File: src/rtl/fetch_align_ctrl.sv
`timescale 1ns/1ps
// Instruction fetch aligner for the C extension: buffers one icache word and
// presents 16-bit or 32-bit instructions at halfword-aligned PCs, stitching straddlers.
module fetch_align_ctrl #(
  parameter int          XLEN      = 32,
  parameter logic [31:0] INSTR_NOP = 32'h0000_0013
) (
  input  logic            clk,
  input  logic            rst,
  input  logic [XLEN-1:0] pc_i,
  input  logic            redirect_i,
  input  logic            flush_i,
  input  logic            stall_i,
  input  logic            word_valid_i,
  input  logic [31:0]     word_i,
  output logic            fetch_req_o,
  output logic [XLEN-1:0] fetch_addr_o,
  output logic            req_kill_o,
  output logic [31:0]     instr_o,
  output logic            instr_valid_o,
  output logic            is_comp_o,
  output logic            stall_o
);

  typedef enum logic [1:0] {S_LOOKUP, S_WAIT, S_CROSS, S_HOLD} state_t;

  localparam logic [XLEN-3:0] TAG_ONE = {{(XLEN-3){1'b0}}, 1'b1};

  state_t          state_reg;
  state_t          state_next;

  logic [31:0]     buf_word_q;
  logic [XLEN-3:0] buf_tag_q;
  logic            buf_vld_q;
  logic [15:0]     half_q;
  logic [31:0]     hold_q;
  logic [XLEN-3:0] addr_tag_q;

  logic [XLEN-3:0] pc_tag;
  logic [15:0]     parcel [2];
  logic [15:0]     h;
  logic            hit;
  logic            h_is32;
  logic            straddle;
  logic            kill;
  logic            unused_pc_lsb;

  genvar gi;
  generate
    for (gi = 0; gi < 2; gi++) begin : g_parcel
      assign parcel[gi] = buf_word_q[16*gi +: 16];
    end
  endgenerate

  assign pc_tag        = pc_i[XLEN-1:2];
  assign unused_pc_lsb = pc_i[0];
  assign hit           = buf_vld_q && (buf_tag_q == pc_tag);
  assign h             = pc_i[1] ? parcel[1] : parcel[0];
  assign h_is32        = (h[1:0] == 2'b11);
  assign straddle      = h_is32 && pc_i[1];
  assign kill          = redirect_i || flush_i;

  always_ff @(posedge clk) begin
    if (rst) begin
      state_reg <= S_LOOKUP;
    end else begin
      state_reg <= state_next;
    end
  end

  always_comb begin
    state_next = state_reg;
    if (kill) begin
      state_next = S_LOOKUP;
    end else begin
      case (state_reg)
        S_LOOKUP: begin
          if (!hit) begin
            state_next = S_WAIT;
          end else if (straddle) begin
            state_next = S_CROSS;
          end
        end
        S_WAIT:  if (word_valid_i) state_next = S_LOOKUP;
        S_CROSS: if (word_valid_i) state_next = S_HOLD;
        S_HOLD:  if (!stall_i) state_next = S_LOOKUP;
        default: state_next = S_LOOKUP;
      endcase
    end
  end

  // A redirect leaves the buffer intact and drops any acknowledge arriving with it.
  always_ff @(posedge clk) begin
    if (rst) begin
      buf_word_q <= '0;
      buf_tag_q  <= '0;
      buf_vld_q  <= 1'b0;
      half_q     <= '0;
      hold_q     <= '0;
      addr_tag_q <= '0;
    end else if (flush_i) begin
      buf_vld_q <= 1'b0;
    end else if (!redirect_i) begin
      case (state_reg)
        S_LOOKUP: begin
          if (!hit) begin
            addr_tag_q <= pc_tag;
          end else if (straddle) begin
            half_q     <= h;
            addr_tag_q <= buf_tag_q + TAG_ONE;
          end
        end
        S_WAIT: begin
          if (word_valid_i) begin
            buf_word_q <= word_i;
            buf_tag_q  <= addr_tag_q;
            buf_vld_q  <= 1'b1;
          end
        end
        S_CROSS: begin
          if (word_valid_i) begin
            hold_q     <= {word_i[15:0], half_q};
            buf_word_q <= word_i;
            buf_tag_q  <= addr_tag_q;
            buf_vld_q  <= 1'b1;
          end
        end
        default: ;
      endcase
    end
  end

  always_comb begin
    instr_o       = INSTR_NOP;
    instr_valid_o = 1'b0;
    is_comp_o     = 1'b0;
    if (!rst) begin
      case (state_reg)
        S_LOOKUP: begin
          if (hit && !straddle) begin
            instr_valid_o = 1'b1;
            if (h_is32) begin
              instr_o = buf_word_q;
            end else begin
              instr_o   = {16'h0000, h};
              is_comp_o = 1'b1;
            end
          end
        end
        S_HOLD: begin
          instr_o       = hold_q;
          instr_valid_o = 1'b1;
        end
        default: ;
      endcase
    end
  end

  assign fetch_req_o  = !rst && !kill && ((state_reg == S_WAIT) || (state_reg == S_CROSS));
  assign fetch_addr_o = {addr_tag_q, 2'b00};
  assign req_kill_o   = !rst && kill;
  assign stall_o      = ~instr_valid_o;

endmodule
File: config.mk
export PLATFORM = sky130hd
export DESIGN_NAME = fetch_align_ctrl
export DESIGN_NICKNAME = d
export VERILOG_FILES = /design/src/rtl/fetch_align_ctrl.sv
export SDC_FILE = /design/constraint.sdc
export NUM_CORES = 1
export LEC_CHECK = 0
export CAP_MARGIN = 20
export CORE_ASPECT_RATIO = 1.75
export CORE_MARGIN = 2
export CORE_UTILIZATION = 52
export DETAILED_ROUTE_END_ITERATION = 16
export PLACE_DENSITY = 0.89
export SLEW_MARGIN = 20
export SYNTH_ARGS = -nofsm -noshare
export SYNTH_HDL_FRONTEND = slang
export SYNTH_SLANG_ARGS = --single-unit
File: constraint.sdc
create_clock -name clk -period 4.3 [get_ports clk]
set_input_delay 1.29 -clock clk [delete_from_list [all_inputs] [get_ports clk]]
set_output_delay 1.29 -clock clk [all_outputs]
set_load 0.1 [all_outputs]
### Word-level counts from Yosys, hierarchy flattened

Index checks and enable logic that the tools add are counted.

| operators by class | value |
|---|---|
| $add $sub $neg | 1 |
| equality and inequality tests | 10 |
| mux-type cells | 20 |
| bitwise operators | 3 |
| reduce and logical (&&, ||, !) cells | 21 |

Operator list:

| kind | number |
|---|---|
| 2-to-1 mux 32 bit | 3 |
| one-hot mux 32 bit (2 select lines) | 1 |
| 2-to-1 mux 30 bit | 2 |
| adder 30 x 1 -> 30 bit, second input constant | 1 |
| equality test 30 bit | 1 |
| 2-to-1 mux 16 bit | 1 |
| AND reduction 4 bit | 4 |
| 2-to-1 mux 2 bit | 5 |
| one-hot mux 2 bit (4 select lines) | 1 |
| equality test 2 bit, second input constant | 3 |
| logical AND 1 bit | 6 |
| 2-to-1 mux 1 bit | 6 |
| != test 2 bit, second input constant | 3 |
| OR reduction 2 bit | 3 |
| AND reduction 5 bit | 1 |
| logical NOT 1 bit | 3 |
| != test 3 bit, second input constant | 1 |
| NOT 1 bit | 3 |
| AND reduction 3 bit | 1 |
| equality test 2 x 1 -> 1 bit, second input constant | 1 |
| logical NOT 2 bit | 1 |
| logical OR 1 bit | 2 |
| != test 2 x 1 -> 1 bit, second input constant | 1 |
| one-hot mux 1 bit (2 select lines) | 1 |

| word-level totals | value |
|---|---|
| flip-flop bits (word level) | 143 |

### Logic depth before layout (Yosys ltp)

| depth | value |
|---|---|
| depth in word-level cells | 9 |
| depth in mapped cells | 10 |
| gate-level depth less buffers | 7 |

### Worst setup path before layout

OpenSTA, ideal clock, no wires.

| timing path | value |
|---|---|
| path kind | input to output |
| from | input port pc_i[2] |
| to | output port instr_o[10] |
| arrival time | 4,549 ps |
| data required time | 3,010 ps |
| slack | -1,539 ps |
| cell stages on the path | 8 |
| cells stage by stage | xnor2_1 nand4_1 nor4_2 and2_1 buf_4 nand4_2 buf_2 o21ai_0 |

| between the ends | value |
|---|---|
| longest elaborated chain between the ends | 6 |

Ends and longest elaborated chain:

| item | line | source |
|---|---|---|
| from (decl) | 10 | `input logic [XLEN-1:0] pc_i,` |
| equality test 30 bit | 57 | `assign hit = buf_vld_q && (buf_tag_q == pc_tag);` |
| logical AND 1 bit | 57 |  |
| logical AND 1 bit | 140 | `if (hit && !straddle) begin` |
| 2-to-1 mux 32 bit | 140 |  |
| one-hot mux 32 bit (2 select lines) | 138 | `case (state_reg)` |
| 2-to-1 mux 32 bit | 137 | `if (!rst) begin` |
| to (decl) | 19 | `output logic [31:0] instr_o,` |

No other way between the ends.

### Worst setup path after layout

| timing path | value |
|---|---|
| from | input port pc_i[19] |
| to | output port is_comp_o |

| between the ends | value |
|---|---|
| longest elaborated chain between the ends | 6 |

Ends and longest elaborated chain:

| item | line | source |
|---|---|---|
| equality test 30 bit | 57 |  |
| logical AND 1 bit | 57 |  |
| logical AND 1 bit | 140 |  |
| 2-to-1 mux 1 bit | 140 |  |
| 2-to-1 mux 1 bit | 138 |  |
| 2-to-1 mux 1 bit | 137 |  |
| to (decl) | 21 | `output logic is_comp_o,` |

No other way between the ends.

==> reports/qor.txt <==
Outcome: finished with violations
Failing checks: negative setup slack
Hold Violations, Final: 0
Core Rows: 57
Final std cells w/o fill: 1,237
Mapped Area: 7210 um^2
Largest net degree at the start of global routing: 88
Drt drc: 0
Flop2flop setup slack: 1.47 ns
Avg Vias per Cell: 6.34
Crit path capture type: output pin
Total die area: 14,900 um^2
Top Ports: 139
Layout cell share with drive strength beyond 1: 25.4%
Ys flop type: dfxtp_1
Iteration-0 DRC Markers: 781
Worst Max-Slew Pin Slew: 1.04 ns
Crit Path Max Fanout: 4
Die Span Y: 160 um
Final wirelength: 27.3 mm
Setup CP Type: in -> out
H-tree lvl count: 4
Max Buffers Root-to-Sink: 2
Top cells by area, synth: dfxtp_1 (40%), nand2_1 (12%), a21oi_1 (7.8%)
Yosys cell types: 54
Final Wtd Congestion: 0.934
RSZ-0062 raised after global routing: yes
Worst-skew pair later-pin latency: 0.43 ns
RR Endpoint: addr_tag_q[29]
Mean Syn Cell Area: 8.12 um^2
R2r startpoint: buf_tag_q[16]
Registers with the most flip-flops: buf_word_q x32, hold_q x32
LEAKAGE: 3.90 nW
Post-Synthesis Cells: 888
CP startpoint kind: input pin
Worst-path clk slew: 0.06 ns
Post-synth top area share: 39.7%
Routed len/inst: 22.1 um
Hold buffers post-CTS: 0
Post-synth EDFFs: 0
Final core occ: 77.0%
Clock Sinks: 143
Period utilisation layout: 105%
# setup viols final: 35
Min-Delay Startpoint: half_q[1]
Effective utilization at floorplan: 52.7%
# Max-Cap Violations: 0
YS warnings: 0
Total gr overflow: 0
Setup total negative slack: -6.46 ns
Synthesized flop and latch total: 143
Worst Hold Path EP: hold_q[1]
Setup ws final: -0.227 ns
Reg2Reg Depth: 11
DR pass1 iterations: 5
Layout Nets: 1,120
Vias in the first global route: 7,896
Hpwl dp: 16.5 mm
GRT Util Overall: 35.2%
Placed cells: 1,184
CTS tree: built
Synthesis-to-layout area growth: 46.1%
Core Box Area: 13,700 um^2
First-pass GRT wire length: 40.8 mm
Req. time, crit path: 3.01 ns
Peak Freq: 221 MHz
Max Slew Vio Count: 0
Total CTS buffers: 17
Vias: 7,838
PwrDens: 313 nW/um^2
Antenna Nets Post-Route: 0
Tightest Hold Check Type: reg -> reg
CP peak stage delay: 0.37 ns
Root buf cell: clkbuf_16
Fraction of registers with async set/reset: 0%
Min Tclk post-route: 4.53 ns
Post-placement worst setup slack: -0.669 ns
Die width: 93.0 um
Worst path most repeated cell: and3_4
Setup Skew: 0.0100 ns
Slowest CP cell: nor4_2
Critical Path, Cell by Cell: buf_2 > xnor2_4 > nand4_1 > nor4_2 > and2_4 > buf_4 > buf_6 > and3_4 > and3_4 > buf_12
PortBufs: 135
Initial antenna violation count: 1
WHS Path Cells: 2
Synth area leader: dfxtp_1
Worst slew margin: 30.3%
Tot Pwr: 3.30 mW
Sequential fraction of the synthesis area: 39.7%
Crit path arrival time: 3.24 ns
Peak VDD IR: 0.290 mV
==> repair_timing <==
action                                  4_1_cts  5_1_grt
pin swaps                                    41       25
gates resized for setup                     119       35
endpoints found under the setup margin       35       35
buffers inserted                             12        7
==> synth_stat cells (3+ instances only) <==
library cell and instances:
dfxtp_1 143, clkbuf_1 42, nand2_1 234, inv_1 13
buf_4 5, nor2_1 17, and3_1 14, o21ai_0 21
buf_2 11, and4_1 6, mux2i_1 31, buf_6 5
a221oi_1 4, xnor2_2 4, and2_1 4, nand3_1 37
o221ai_1 5, nand4_1 22, a21oi_1 112, o21a_1 3
nor4_4 4, a31oi_1 3, a22o_1 16, o2bb2ai_1 18
nor3_1 7, mux2_2 15, xnor2_1 42, ha_1 5
xor2_1 10
==> through the flow <==
stage               hold slack (ns)  cell area, um^2
finish                        0.455            10500
global route                  0.478            10500
CTS                           0.454            10400
detailed placement            0.444             9640
global placement              0.437             9640
floorplan                     0.432             7640
==> power by group <==
part           switching [mW]  internal (mW)
Sequential             0.0188           1.34
Clock                   0.648          0.876
Combinational           0.267          0.150
Total                   0.934           2.37
==> layer usage <==
layer / track usage [%] / wire length [um] / share of wire (%)
met1: 34.5 / 8700 / 32
met2: 62.9 / 14000 / 51
met3: 7.74 / 2130 / 7.8
met4: 26.4 / 2480 / 9.1
met5: 0 / 0 / 0
==> cell families after synthesis <==
logic type | share of synthesized area [%]
muxes | 6.64
adders and majority gates | 0.867
and+or+nand+nor | 23.1
buffers and inverters | 5.08
other | 0.0520
xor gates and xnor gates | 7.22
AOI/OAI and AO/OA | 17.3
DFF | 39.7
==> critical path, delay by kind of cell <==
kind,cells,cell delay [ns]
buffers and inverters,4,0.52
and+or+nand+nor,5,1.16
xor gates and xnor gates,1,0.26
==> layout by cell type (no fill, tap or decap), types with 4 or more instances in the layout <==
cell	instances
a21oi_1	112
a221oi_1	4
a22o_2	16
and3_1	11
and4_1	6
buf_12	39
buf_2	13
buf_4	59
buf_6	10
clkbuf_16	18
clkbuf_2	6
clkdlybuf4s15_2	4
clkdlybuf4s50_1	66
dfxtp_1	143
ha_1	5
inv_1	13
inv_6	4
mux2_2	15
mux2i_1	30
nand2_1	234
nand3_1	33
nand3_2	5
nand4_1	22
nor2_1	17
nor3_1	7
nor4_4	5
o21ai_0	7
o21ai_4	14
o221ai_1	5
o2bb2ai_1	18
xnor2_1	17
xnor2_2	17
xnor2_4	12
xor2_1	10
==> worst max-delay path by stage <==
stage / from / end / slack (ns)
final: pc_i[19] / is_comp_o / -0.23
after global routing: pc_i[19] / is_comp_o / -0.24
after CTS: pc_i[15] / instr_o[2] / -0.16
after detailed placement: pc_i[19] / instr_o[2] / -0.67
after global placement: pc_i[19] / instr_o[2] / -0.65
after floorplan: pc_i[14] / instr_o[4] / -0.42
==> layout make-up <==
type                            instances  area (um^2)
Multi-Input combinational cell        667         4590
Fill cell                             820         3150
Sequential cell                       143         2860
Timing Repair Buffer                  201         2200
Clock buffer                           17          425
Tap cell                              177          221
Clock inverter                         15          178
Inverter                               15         56.3
Antenna cell                            2         5.00
(Power assumes the default switching activity.)
